--- config.mk ---
export PLATFORM = sky130hd
export DESIGN_NAME = async_reset_seq_array_flat
export DESIGN_NICKNAME = d
export VERILOG_FILES = /design/src/rtl/async_reset_seq_array_if.sv /design/src/rtl/async_reset_seq_array.sv /design/src/flat_wrapper.sv
export SDC_FILE = /design/constraint.sdc
export NUM_CORES = 1
export LEC_CHECK = 0
export CAP_MARGIN = 10
export CORE_MARGIN = 2
export CORE_UTILIZATION = 60
export CTS_BUF_LIST = sky130_fd_sc_hd__clkbuf_8
export CTS_CLUSTER_DIAMETER = 40
export CTS_CLUSTER_SIZE = 12
export DETAILED_ROUTE_END_ITERATION = 12
export DONT_BUFFER_PORTS = 1
export PLACE_DENSITY = 0.75
export SYNTH_ARGS = -nofsm -noshare
export SYNTH_HDL_FRONTEND = slang
export SYNTH_SLANG_ARGS = --single-unit
--- constraint.sdc ---
create_clock -name CLK -period 2.5 [get_ports CLK]
set_input_delay 0.75 -clock CLK [delete_from_list [all_inputs] [get_ports CLK]]
set_output_delay 0.75 -clock CLK [all_outputs]
set_load 0.005 [all_outputs]
--- src/rtl/async_reset_seq_array_if.sv ---
// Reset-array bus: soft requests in, per-channel resets and status out.
// master drives rst_req; slave (the sequencer) drives the rest.
interface async_reset_seq_array_if #(
  parameter int N = 4
);
  logic [N-1:0] rst_req;
  logic [N-1:0] rst_n_out;
  logic         all_released;
  logic         busy;

  modport master (
    output rst_req,
    input  rst_n_out,
    input  all_released,
    input  busy
  );

  modport slave (
    input  rst_req,
    output rst_n_out,
    output all_released,
    output busy
  );
endinterface

--- src/rtl/async_reset_seq_array.sv ---
// Reset distributor: sync'd release, staggered channels, soft pulses.
// CLK/ASYNCRESETN plain; bus carries rst_req, rst_n_out, status.
module async_reset_seq_array #(
  parameter int N         = 4,
  parameter int STAGES    = 2,
  parameter int GAP       = 3,
  parameter int MIN_PULSE = 4
) (
  input  logic CLK,
  input  logic ASYNCRESETN,
  async_reset_seq_array_if.slave bus
);

  localparam int M1 =
    (GAP > MIN_PULSE) ? GAP : MIN_PULSE;
  localparam int MX = (M1 > N) ? M1 : N;
  localparam int CW = $clog2(MX) + 1;

  typedef enum logic [1:0] {
    HOLD = 2'd0,
    SEQ  = 2'd1,
    RUN  = 2'd2
  } state_t;

  state_t          state_q;
  state_t          state_nxt;
  logic [STAGES-1:0] sync_q;
  logic            sync_done;
  logic [CW-1:0]   idx_q;
  logic [CW-1:0]   idx_nxt;
  logic [CW-1:0]   gap_q;
  logic [CW-1:0]   gap_nxt;
  logic [N-1:0]    out_q;
  logic [N-1:0]    out_nxt;
  logic [N-1:0]    soft_q;
  logic [N-1:0]    soft_nxt;
  logic [CW-1:0]   cnt_q   [N];
  logic [CW-1:0]   cnt_nxt [N];
  logic            all_q;
  logic            busy_q;

  assign sync_done = sync_q[STAGES-1];

  // Outputs are computed as next-state so that the
  // status flops update on the same edge as rst_n_out.
  always_comb begin
    state_nxt = state_q;
    idx_nxt   = idx_q;
    gap_nxt   = gap_q;
    out_nxt   = out_q;
    soft_nxt  = soft_q;
    for (int i = 0; i < N; i++) begin
      cnt_nxt[i] = cnt_q[i];
    end
    case (state_q)
      HOLD: begin
        if (sync_done) begin
          out_nxt[0] = 1'b1;
          idx_nxt    = CW'(1);
          gap_nxt    = CW'(GAP - 1);
          state_nxt  = (N == 1) ? RUN : SEQ;
        end
      end
      SEQ: begin
        if (gap_q == '0) begin
          out_nxt = out_q | (N'(1) << idx_q);
          idx_nxt = idx_q + CW'(1);
          gap_nxt = CW'(GAP - 1);
          if (idx_q == CW'(N - 1)) begin
            state_nxt = RUN;
          end
        end else begin
          gap_nxt = gap_q - CW'(1);
        end
      end
      RUN: begin
        for (int i = 0; i < N; i++) begin
          if (bus.rst_req[i]) begin
            soft_nxt[i] = 1'b1;
            cnt_nxt[i]  = CW'(MIN_PULSE - 1);
            out_nxt[i]  = 1'b0;
          end else if (soft_q[i]) begin
            if (cnt_q[i] == '0) begin
              soft_nxt[i] = 1'b0;
              out_nxt[i]  = 1'b1;
            end else begin
              cnt_nxt[i] = cnt_q[i] - CW'(1);
            end
          end
        end
      end
      default: state_nxt = HOLD;
    endcase
  end

  always_ff @(posedge CLK or negedge ASYNCRESETN) begin
    if (!ASYNCRESETN) begin
      sync_q  <= '0;
      state_q <= HOLD;
      idx_q   <= '0;
      gap_q   <= '0;
      out_q   <= '0;
      soft_q  <= '0;
      all_q   <= 1'b0;
      busy_q  <= 1'b1;
      for (int i = 0; i < N; i++) begin
        cnt_q[i] <= '0;
      end
    end else begin
      sync_q  <= {sync_q[STAGES-2:0], 1'b1};
      state_q <= state_nxt;
      idx_q   <= idx_nxt;
      gap_q   <= gap_nxt;
      out_q   <= out_nxt;
      soft_q  <= soft_nxt;
      all_q   <= &out_nxt;
      busy_q  <= (state_nxt != RUN)
               || (|soft_nxt);
      for (int i = 0; i < N; i++) begin
        cnt_q[i] <= cnt_nxt[i];
      end
    end
  end

  assign bus.rst_n_out    = out_q;
  assign bus.all_released = all_q;
  assign bus.busy         = busy_q;

endmodule
--- src/flat_wrapper.sv ---
// flat-port wrapper written by rule: the top's interface ports become plain ports
module async_reset_seq_array_flat 
#(
  parameter int N         = 4,
  parameter int STAGES    = 2,
  parameter int GAP       = 3,
  parameter int MIN_PULSE = 4
)
  (CLK, ASYNCRESETN, bus_rst_req, bus_rst_n_out, bus_all_released, bus_busy);
  async_reset_seq_array_if #(.N(N)) bus_i ();
  input  logic CLK;
  input  logic ASYNCRESETN;
  input wire logic [$bits(bus_i.rst_req)-1:0] bus_rst_req;
  output wire logic [$bits(bus_i.rst_n_out)-1:0] bus_rst_n_out;
  output wire logic [$bits(bus_i.all_released)-1:0] bus_all_released;
  output wire logic [$bits(bus_i.busy)-1:0] bus_busy;
  assign bus_i.rst_req = bus_rst_req;
  assign bus_rst_n_out = bus_i.rst_n_out;
  assign bus_all_released = bus_i.all_released;
  assign bus_busy = bus_i.busy;
  async_reset_seq_array #(.N(N), .STAGES(STAGES), .GAP(GAP), .MIN_PULSE(MIN_PULSE)) u_core (.CLK(CLK), .ASYNCRESETN(ASYNCRESETN), .bus(bus_i));
endmodule
==> results_dict.tcl, run 1 <==
set metrics [dict create \
    startpoint_type "flop" \
    grt_start_max_net_pins 33 \
    cts-resized-gates 0 \
    mostFrequentLayoutCells "dfrtp_1 (31), inv_1 (22), ha_1 (20), nand2_1 (18), a21oi_1 (11)" \
    layout_min_cycle_time_ns 2.134 \
    syn_area_um2 1740 \
    area_growth_pct 8.627 \
    drive_gt1_share_pct 6.557 \
    post-cts-setup-buffers 0 \
    postRouteAntennaNets 0 \
    avgSynthCellArea_um2 9.778 \
    clk_pin_slew_worst_paths_ns 0.07 \
    power.density_nw_per_um2 1209 \
    die_x_um 57.86 \
    die_area_um2 3348 \
    cts_tree "done" \
    grt_pass1_wl_mm 5.954 \
    core_area_um2 2758 \
    multi_input_area_um2 840.8 \
    syn_inst 178 \
    ys_ff_latch 32 \
    grt_usage_pct 23.66 \
    io_pins 12 \
    setup-violations-final 0 \
    fin_setup_tns_ns 0 \
    rows 19 \
    place_area_um2 1764 \
    holdWs_ns 0.1485 \
    io_buffers 0 \
    ys.warnings.count 0 \
    drv_slew 0 \
    dp_hpwl_mm 2.320 \
    diodes 0 \
    fillers 210 \
    overflow 0 \
    leakagePower_nw 0.9345 \
    numCtsBuffers 5 \
    syn_nets 204 \
    end_kind "flop" \
    finClkSkew_ns 0.007205 \
    critPathRequiredTime_ns 2.73 \
    drt-initial-drc-count 28 \
    worstSkewPairLatency_ns 0.29 \
    clk_path_buf_depth 2 \
    hold_class "input port to async pin" \
    antenna_found_initial 0 \
    fin_nets 208 \
    place_congestion 0.7754 \
    clock-sinks 32 \
    slew_headroom_pct 54.11 \
    critical_path_class "flop to flop" \
    status "finished clean" \
    yosysUniqueCellTypes 37 \
    crit_path_max_fanout 22 \
    rsz0062_at_grt "false" \
    ctsHoldBuffers 0 \
    seq_area_frac_synth_pct 46.08 \
    routedWlPerCell_um 15.37 \
    routed_via_density 5.860 \
    regArea_um2 802.0 \
    finalHoldViolations 0 \
    cts_max_level 2 \
    drv_cap 0 \
    stdcell_area_um2 1891 \
    grt_pass1_vias 1318 \
    peakVddDrop_uv 868.3 \
    fmax_mhz 468.7 \
    die_y_um 57.86 \
    cts-root-buf "clkbuf_8" \
    drc 0 \
    period_share_pct 85.35 \
    vias 1254 \
    worstPathArrival_ns 2.36 \
    tightest_slew_ns 0.6884 \
    drt-pass1-iter-count 4 \
    layout_commonest_cell "dfrtp_1" \
    start_util_pct 63.11 \
    wirelength_mm 3.289 \
]
## cell usage after synthesis (all sizes together)
master | n | area share (%)
a2bb2oi | 1 | 0.50
o21ai | 12 | 3.5
nand3 | 2 | 0.58
nor4 | 1 | 0.36
nor2 | 9 | 1.9
inv | 22 | 4.7
buf | 3 | 0.86
dfstp | 1 | 1.5
ha | 20 | 14
and4 | 1 | 0.50
a21o | 2 | 0.86
nor3 | 1 | 0.29
a31o | 1 | 0.50
nand3b | 2 | 0.86
mux2i | 1 | 0.58
nor3b | 1 | 0.43
a22o | 5 | 2.5
nand2 | 18 | 3.9
a31oi | 6 | 2.2
dfrtp | 31 | 45
mux2 | 1 | 0.65
nor4bb | 1 | 0.58
o22ai | 3 | 1.1
o32a | 1 | 0.65
nor2b | 9 | 3.4
o21ba | 1 | 0.58
and3 | 1 | 0.36
a211oi | 1 | 0.43
conb | 1 | 0.22
a21oi | 11 | 3.2
o21a | 1 | 0.43
a32oi | 2 | 1.0
nand2b | 3 | 1.1
and2b | 1 | 0.43
a41oi | 1 | 0.50
## path summary, 6_finish.rpt
| check | startpoint | to | slack, ns | cells after the start |
|---|---|---|---|---|
| hold reg to reg | u_core.sync_q[0] | u_core.sync_q[1] | 0.35 | 0 |
| hold / removal | ASYNCRESETN | u_core.gap_q[0] | 0.15 | 0 |
| setup / recovery | u_core.state_q[0] | u_core.bus.all_released | 0.37 | 7 |
| max in group asynchronous | ASYNCRESETN | u_core.bus.busy | 2.17 | 0 |
| min in group CLK | u_core.sync_q[0] | u_core.sync_q[1] | 0.35 | 0 |
| setup reg to reg | u_core.state_q[0] | u_core.bus.all_released | 0.37 | 7 |
## per-stage QoR
step,setup slack [ns],utilization (%),std cells,power (mW)
after floorplan,0.8497,-,178,1.542
final,0.3662,68.56,214,2.286
after detailed placement,0.3731,63.97,206,1.742
after CTS,0.3496,68.56,214,2.293
after global placement,0.5011,63.97,206,1.678
after global routing,0.1216,68.56,214,2.497
## power by group
part	switching [mW]	internal, mW	total [mW]
logic	0.513	0.385	0.897
registers	0.141	0.701	0.842
clock network	0.195	0.352	0.547
## area by class of cell
cell class | instances | area share [%]
Multi-Input combinational cell | 121 | 44.47
Sequential cell | 32 | 42.42
Clock buffer | 7 | 5.096
Inverter | 22 | 4.368
Tap cell | 31 | 2.052
Clock inverter | 1 | 1.588
## worst max-delay path, cell delays in order (launching register included)
cell and delay [ns]:
dfrtp_1 0.43, inv_1 0.13, ha_1 0.61, nor2b_1 0.29, nand2_1 0.10, a31oi_1 0.17, o32a_2 0.17, and4_1 0.17
## registers in the layout (all words and copies together), names as in the netlist
| signal | count |
|---|---|
| u_core.bus.rst_n_out | 4 |
| u_core.soft_q | 4 |
| u_core.idx_q | 3 |
| u_core.bus.busy | 1 |
| u_core.gap_q | 3 |
| u_core.sync_q | 2 |
| u_core.state_q | 2 |
| u_core.bus.all_released | 1 |
| u_core.cnt_q | 12 |
## routing by layer
layer / wire length, um / global-route usage, % / up-vias
li1: - / - / 622
met1: 1449 / 29.99 / 598
met2: 1624 / 38.31 / 29
met3: 181 / 7.813 / 5
met4: 34 / 7.973 / 0
met5: 0 / 0 / -
## cells by family (layout without fill, tap and decap cells)
kind of cell | Yosys count | count (layout) | share of synthesized area (%)
AOI/OAI and AO/OA | 48 | 48 | 17.83
other | 1 | 1 | 0.2155
adders and majority gates | 20 | 20 | 14.38
buffers and inverters | 25 | 30 | 5.607
and+or+nand+nor | 50 | 50 | 14.67
muxes | 2 | 2 | 1.222
DFF | 32 | 32 | 46.08
(Power assumes the default switching activity.)
==> inputs of run 2 (changes only) <==
--- a/config.mk
+++ b/config.mk
@@ -5,7 +5,7 @@
 export SDC_FILE = /design/constraint.sdc
 export NUM_CORES = 1
 export LEC_CHECK = 0
-export CAP_MARGIN = 10
+export CAP_MARGIN = 5
 export CORE_MARGIN = 2
 export CORE_UTILIZATION = 60
 export CTS_BUF_LIST = sky130_fd_sc_hd__clkbuf_8
@@ -13,6 +13,7 @@
 export CTS_CLUSTER_SIZE = 12
 export DETAILED_ROUTE_END_ITERATION = 12
 export DONT_BUFFER_PORTS = 1
+export GPL_TIMING_DRIVEN = 1
 export PLACE_DENSITY = 0.75
 export SYNTH_ARGS = -nofsm -noshare
 export SYNTH_HDL_FRONTEND = slang
==> results of run 2 <==
Final layout, timing and power as in run 1 (identical DEF).
